## src/rtl/mem_port_arbiter_pkg.sv

```systemverilog
// Shared encodings for the memory port arbiter: controller command codes,
// arbiter FSM states and grant owner identifiers.
package mem_port_arbiter_pkg;

    typedef enum logic [1:0] {
        RwIdle  = 2'd0,
        RwRead  = 2'd1,
        RwWrite = 2'd2
    } rw_flag_e;

    typedef enum logic [1:0] {
        ArbIdle   = 2'd0,
        ArbAccess = 2'd1,
        ArbResp   = 2'd2
    } arb_state_e;

    typedef enum logic {
        GrantIf = 1'b0,
        GrantD  = 1'b1
    } grant_e;

    localparam int SEL_W = 4;

    function automatic rw_flag_e rw_of(input logic we);
        return we ? RwWrite : RwRead;
    endfunction

endpackage

```

## src/rtl/mem_port_arbiter_rr_grant.sv

```systemverilog
// Two-way round-robin picker: a lone request wins outright, a tie goes to
// the port that did not win last time.
module mem_rr_grant
    import mem_port_arbiter_pkg::*;
(
    input  logic   if_req,
    input  logic   d_req,
    input  grant_e last_grant,
    output logic   grant_valid,
    output logic   grant_d
);

    always_comb begin
        grant_valid = if_req | d_req;
        if (if_req && d_req) begin
            grant_d = (last_grant == GrantIf);
        end else begin
            grant_d = d_req;
        end
    end

endmodule

```

## src/rtl/mem_port_arbiter.sv

```systemverilog
// Shares one memory-controller channel between the instruction-fetch and
// load/store ports, latching each granted command and returning read data.
module mem_port_arbiter
    import mem_port_arbiter_pkg::*;
#(
    parameter int ADDR_W = 32,
    parameter int DATA_W = 32
) (
    input  logic              CLK,
    input  logic              RST,
    input  logic              if_req,
    input  logic [ADDR_W-1:0] if_addr,
    output logic              if_ack,
    output logic [DATA_W-1:0] if_rdata,
    input  logic              d_req,
    input  logic              d_we,
    input  logic [ADDR_W-1:0] d_addr,
    input  logic [DATA_W-1:0] d_wdata,
    input  logic [SEL_W-1:0]  d_sel,
    output logic              d_ack,
    output logic [DATA_W-1:0] d_rdata,
    output logic              stall_req,
    output logic [1:0]        mc_rw_flag,
    output logic [ADDR_W-1:0] mc_addr,
    output logic [DATA_W-1:0] mc_wdata,
    output logic [SEL_W-1:0]  mc_wmask,
    input  logic [DATA_W-1:0] mc_rdata,
    input  logic              mc_busy,
    input  logic              mc_done
);

    arb_state_e        state;
    arb_state_e        next_state;
    grant_e            last_grant;
    logic              grant_valid;
    logic              grant_d;
    logic              issue;
    logic              finish;
    logic [ADDR_W-1:0] cmd_addr;
    logic              cmd_we;
    logic [DATA_W-1:0] cmd_wdata;
    logic [SEL_W-1:0]  cmd_sel;

    mem_rr_grant u_grant (
        .if_req      (if_req),
        .d_req       (d_req),
        .last_grant  (last_grant),
        .grant_valid (grant_valid),
        .grant_d     (grant_d)
    );

    // Requests and busy only matter in IDLE; done only matters in ACCESS.
    assign issue  = (state == ArbIdle) && grant_valid && !mc_busy;
    assign finish = (state == ArbAccess) && mc_done;

    always_ff @(posedge CLK) begin
        if (RST) begin
            state <= ArbIdle;
        end else begin
            state <= next_state;
        end
    end

    always_comb begin
        next_state = state;
        case (state)
            ArbIdle:   if (issue) next_state = ArbAccess;
            ArbAccess: if (mc_done) next_state = ArbResp;
            ArbResp:   next_state = ArbIdle;
            default:   next_state = ArbIdle;
        endcase
    end

    always_comb begin
        mc_rw_flag = RwIdle;
        mc_addr    = '0;
        mc_wdata   = '0;
        mc_wmask   = '0;
        if_ack     = 1'b0;
        d_ack      = 1'b0;
        case (state)
            ArbAccess: begin
                mc_rw_flag = rw_of(cmd_we);
                mc_addr    = cmd_addr;
                mc_wdata   = cmd_wdata;
                mc_wmask   = cmd_sel;
            end
            ArbResp: begin
                if_ack = (last_grant == GrantIf);
                d_ack  = (last_grant == GrantD);
            end
            default: ;
        endcase
    end

    // last_grant doubles as the owner of the transaction in flight.
    always_ff @(posedge CLK) begin
        if (RST) begin
            last_grant <= GrantIf;
            cmd_addr   <= '0;
            cmd_we     <= 1'b0;
            cmd_wdata  <= '0;
            cmd_sel    <= '0;
        end else if (issue) begin
            if (grant_d) begin
                last_grant <= GrantD;
                cmd_addr   <= d_addr;
                cmd_we     <= d_we;
                cmd_wdata  <= d_we ? d_wdata : '0;
                cmd_sel    <= d_we ? d_sel : '0;
            end else begin
                last_grant <= GrantIf;
                cmd_addr   <= if_addr;
                cmd_we     <= 1'b0;
                cmd_wdata  <= '0;
                cmd_sel    <= '0;
            end
        end
    end

    always_ff @(posedge CLK) begin
        if (RST) begin
            if_rdata <= '0;
            d_rdata  <= '0;
        end else if (finish) begin
            if (last_grant == GrantIf) begin
                if_rdata <= mc_rdata;
            end else if (!cmd_we) begin
                d_rdata <= mc_rdata;
            end
        end
    end

    assign stall_req = (if_req & ~if_ack) | (d_req & ~d_ack);

    a_ack_exclusive: assert property (@(posedge CLK) !(if_ack && d_ack));
    a_rw_legal:      assert property (@(posedge CLK) mc_rw_flag != 2'd3);

endmodule

```

## config.mk

```make
export PLATFORM = sky130hd
export DESIGN_NAME = mem_port_arbiter
export DESIGN_NICKNAME = d
export VERILOG_FILES = /design/src/rtl/mem_port_arbiter_pkg.sv /design/src/rtl/mem_port_arbiter_rr_grant.sv /design/src/rtl/mem_port_arbiter.sv
export SDC_FILE = /design/constraint.sdc
export NUM_CORES = 1
export LEC_CHECK = 0
export CORE_MARGIN = 10
export CORE_UTILIZATION = 39
export CTS_CLUSTER_SIZE = 10
export DETAILED_ROUTE_END_ITERATION = 16
export PLACE_DENSITY = 0.78
export SKIP_LAST_GASP = 1
export SYNTH_ARGS = -nofsm -noshare
export SYNTH_HDL_FRONTEND = slang
export SYNTH_SLANG_ARGS = --single-unit
```

## constraint.sdc

```tcl
create_clock -name CLK -period 1.9 [get_ports CLK]
set_clock_uncertainty 0.15 [all_clocks]
set_input_delay 0.57 -clock CLK [delete_from_list [all_inputs] [get_ports CLK]]
set_output_delay 0.57 -clock CLK [all_outputs]
set_load 0.01 [all_outputs]
```

After elaboration in Yosys (flattened, before gate mapping)
Index checks and enable logic that the tools add are counted.
Word-level totals
  input port bits: 139
  word-level logic and storage cells: 47
  register bits: 136
  output and inout port bits: 137
Cells by class
  multiplexer cells: 18
  eq/ne operators: 4
  reduce and logical (&&, ||, !) cells: 9
  bitwise operators: 8
Operators by type and width (number)
  two-way mux 32 bit: 5
  two-way mux 4 bit: 3
  two-way mux 2 bit: 4
  two-way mux 1 bit: 5
  logical AND 1 bit: 4
  != test 2 bit (second input constant): 2
  NOT 1 bit: 4
  case mux 2 bit (2 select lines): 1
  AND reduction 2 bit: 2
  AND reduction 3 bit: 1
  AND 1 bit: 2
  equality test 2 x 1 -> 1 bit (second input constant): 1
  equality test 2 bit (second input constant): 1
  logical NOT 2 bit: 1
  OR 1 bit: 2
  logical NOT 1 bit: 1

Depth between registers and ports, before layout
  depth in word-level cells: 5
  mapped depth: 7
  gate-level depth less buffers: 3

Hierarchy
Synthesis repeated with hierarchy kept, for this count alone.
Unflattened totals
  cells, all modules: 687
  area total of the unflattened synthesis: 5985.7 µm²
Modules (own cells, without submodules)
  mem_port_arbiter: cells an instance 685, area each 5972.0 µm², instances 1, seq. area each 2722.6 µm²
  mem_rr_grant: cells an instance 2, area each 13.8 µm², instances 1, seq. area each 0.0 µm²

Least setup slack after synthesis
No wires, ideal clock.
  kind: reg2out
  start point: reg state[0]
  end point: out mc_wdata[10]
  setup slack: -45 ps
  required time: 1180 ps
  buffers on the path: 2
  cell stages (with the launch flop): 5
  data arrival time: 1225 ps
  cells stage by stage: dfxtp_1 -> nor2b_1 -> clkbuf_1 -> clkbuf_1 -> and2_1
On the way
  longest elaborated chain between the ends: 2
Ends and longest elaborated chain
  start: declaration: RTL line mem_port_arbiter.sv:32  | arb_state_e state;
  start signal: assignment: RTL line mem_port_arbiter.sv:58  | state <= ArbIdle;
  start signal: assignment: RTL line mem_port_arbiter.sv:60  | state <= next_state;
  equality test 2 x 1 -> 1 bit: RTL line mem_port_arbiter.sv:81  | case (state)
  two-way mux 32 bit: RTL line mem_port_arbiter.sv:81
  end: declaration: RTL line mem_port_arbiter.sv:25  | output logic [DATA_W-1:0] mc_wdata,
Every way passes these cells.

Worst setup path in the final report
  start point: reg state[0]
  end point: out mc_wdata[29]
The elaborated chain is that of the path after synthesis.

==> summary.txt <==
Area growth syn-to-layout: 68.98%
Top Ports: 276
Routed WL: 23750 um
Max clock buf depth: 2
share of cells above drive strength 1: 0.2678
Synth Flop Type: dfxtp_1
leakage power total: 0.004522 uW
ANT cells: 0
final max-slew violation count: 0
antenna violations before repair: 1
minimum clock period: 2.224 ns
Post-synth EDFFs: 0
peak fanout along the critical path: 5
syn avg cell area: 8.672 um^2
Cell Area, Placed: 9623 um^2
vias: 6354
CP Launch Type: register
Die Area: 21860 um^2
cells after synthesis: 735
vias per inst: 5.067
Finished Core Util: 0.6756
class of the worst hold path: register to register
Residual DRC: 0
# hold bufs at CTS: 0
DP Wirelength: 15360 um
Total Routing Usage GR: 0.1983
design area: 10770 um^2
Area contributors post-synth: dfxtp_1 (43%), nand2b_1 (6.6%), mux2_2 (6.4%), nand2_1 (6.0%), mux2i_1 (5.0%)
Die Wd: 147.8 um
Hold WS: 0.3002 ns
ANT nets after route: 0
CTS buffer count: 17
worst rel slew slack: 0.7366
CTS Sinks: 136
Layout Nets: 1164
synthesized cell area: 6374 um^2
Die Ht: 147.8 um
Power Total: 7797 uW
CTS tree: yes
# setup viols final: 84
DR pass1 iterations: 5
Clock transition at path regs: 0.06 ns
sequential area share after synthesis: 0.4272
FP Rows: 46
Yosys reg bits: 136
Netlist cell types: 33
Placer Congestion: 0.8167
total grt overflow: 0
failing checks: negative setup slack
top-area cell type share of the netlist area: 0.4272
fmax: 0.4497 GHz
Initial DRC Count: 266
Max Cap Viol: 0
Worst EP required: 1.18 ns
largest net degree at the start of global routing: 73
first-pass GRT wire length: 34910 um
pwr dens: 723.9 nW/um^2
Worst-Skew Late Latency: 0.41 ns
# H-tree levels: 4
WP data arrival: 1.50 ns
worst slack at placement: -0.6646 ns
VDD IR-drop max: 0.5756 mV
Least-Margin Pin Slew: 0.3939 ns
starting density of the core: 0.3998
outcome: complete, but fails checks
syn nets: 874
Synth area leader: dfxtp_1
RSZ-0062 raised after global routing: true
CP Class: register to output port
core area: 15940 um^2
synth warn: 0
CTS Root Cell: clkbuf_16
Synth async-reset ratio: 0
port bufs: 275
Hold Fails Final Rpt: 0
Final WS setup: -0.3239 ns
Worst Setup End Kind: output port
final period utilization: 1.170
vias in the first global route: 6347
wire per inst: 18.94 um
[logic make-up after synthesis]
| family | after synthesis | share of synthesized area |
|---|---|---|
| flops | 136 | 0.4272 |
| simple gates | 322 | 0.2603 |
| buf+inv | 105 | 0.06694 |
| compound gates | 104 | 0.1317 |
| mux | 68 | 0.1139 |
[through the flow]
step	setup TNS, ns	std cells
floorplan	0	735
global placement	-54.12	1197
detailed placement	-54.46	1197
CTS	-20.95	1247
global route	-23.83	1254
finish	-17.69	1254
[final timing paths]
check | cells past startpoint | startpoint | end | slack [ns]
worst min-delay path | 2 | if_rdata[0] | if_rdata[0] | 0.30
worst max-delay path | 6 | state[0] | mc_wdata[29] | -0.32
worst min register to register | 2 | if_rdata[0] | if_rdata[0] | 0.30
worst max register to register | 9 | state[0] | d_rdata[29] | -0.03
[final cells by class]
class,count,area [um^2]
sequential,136,2728
clock buffer,20,456.7
tap,216,270.3
timing repair buffer,342,3596
clock inverter,12,150.1
multi-input combinational,494,3441
fill,1260,5172
inverter,34,128.9
[repair_timing]
action / 4_1_cts / 5_1_grt
setup endpoints to repair: 137 / 160
gates cloned: 7 / 10
gates resized for setup: 430 / 63
setup buffers: 12 / 1
pin swaps: 10 / 13
[flip-flops by register name (all words and copies together), names as in the netlist]
name	count
cmd_addr	32
cmd_sel	4
cmd_wdata	32
cmd_we	1
d_rdata	32
if_rdata	32
last_grant	1
state	2
[metal layers]
| metal | global-route usage | routed length [um] |
|---|---|---|
| met2 | 0.3408 | 11650 |
| met1 | 0.2270 | 9872 |
| met3 | 0.06532 | 1830 |
| met5 | 0 | 9 |
| met4 | 0.06442 | 388 |
[cell usage in the layout, fill, tap and decap left out, types with 19 or more instances in the layout]
master / netlist / layout
a221oi_1: 22 / 21
buf_2: 11 / 31
nand2b_1: 67 / 66
buf_4: 3 / 29
clkdlybuf4s50_1: 0 / 134
buf_6: 1 / 47
nor2b_1: 39 / 37
mux2i_1: 32 / 32
inv_1: 33 / 33
nand2_1: 102 / 102
dfxtp_1: 136 / 134
mux2_2: 36 / 36
and2_4: 0 / 31
clkbuf_16: 0 / 26
buf_12: 0 / 19
o32ai_1: 32 / 32
a21oi_1: 34 / 34
dlygate4sd2_1: 0 / 65
nor3_1: 36 / 36
[critical path, cell delays in order, from the launching register on]
cell and delay, ns:
dfxtp_2 0.34, nor2b_4 0.16, buf_6 0.13, buf_12 0.12, buf_16 0.11, and2_4 0.13
buf_6 0.10
[Yosys cell counts, types with 2 or more instances]
cell	instances
inv_1	33
nor2_1	33
a21oi_1	34
clkbuf_1	48
and2_1	37
a221oi_1	22
nand2b_1	67
dfxtp_1	136
o32ai_1	32
buf_4	3
mux2i_1	32
buf_1	8
nand2_1	102
a221oi_2	10
mux2_2	36
nor3_1	36
buf_2	11
nor2b_1	39
nor3b_1	2
[power breakdown]
group / internal, uW / total (uW) / switching (uW) / leakage [uW]
registers: 2960 / 3010 / 41.3 / 0.00111
clock network: 2130 / 3390 / 1270 / 0.000292
logic: 770 / 1400 / 627 / 0.00312
No activity file was read; power rests on OpenSTA's default activity.
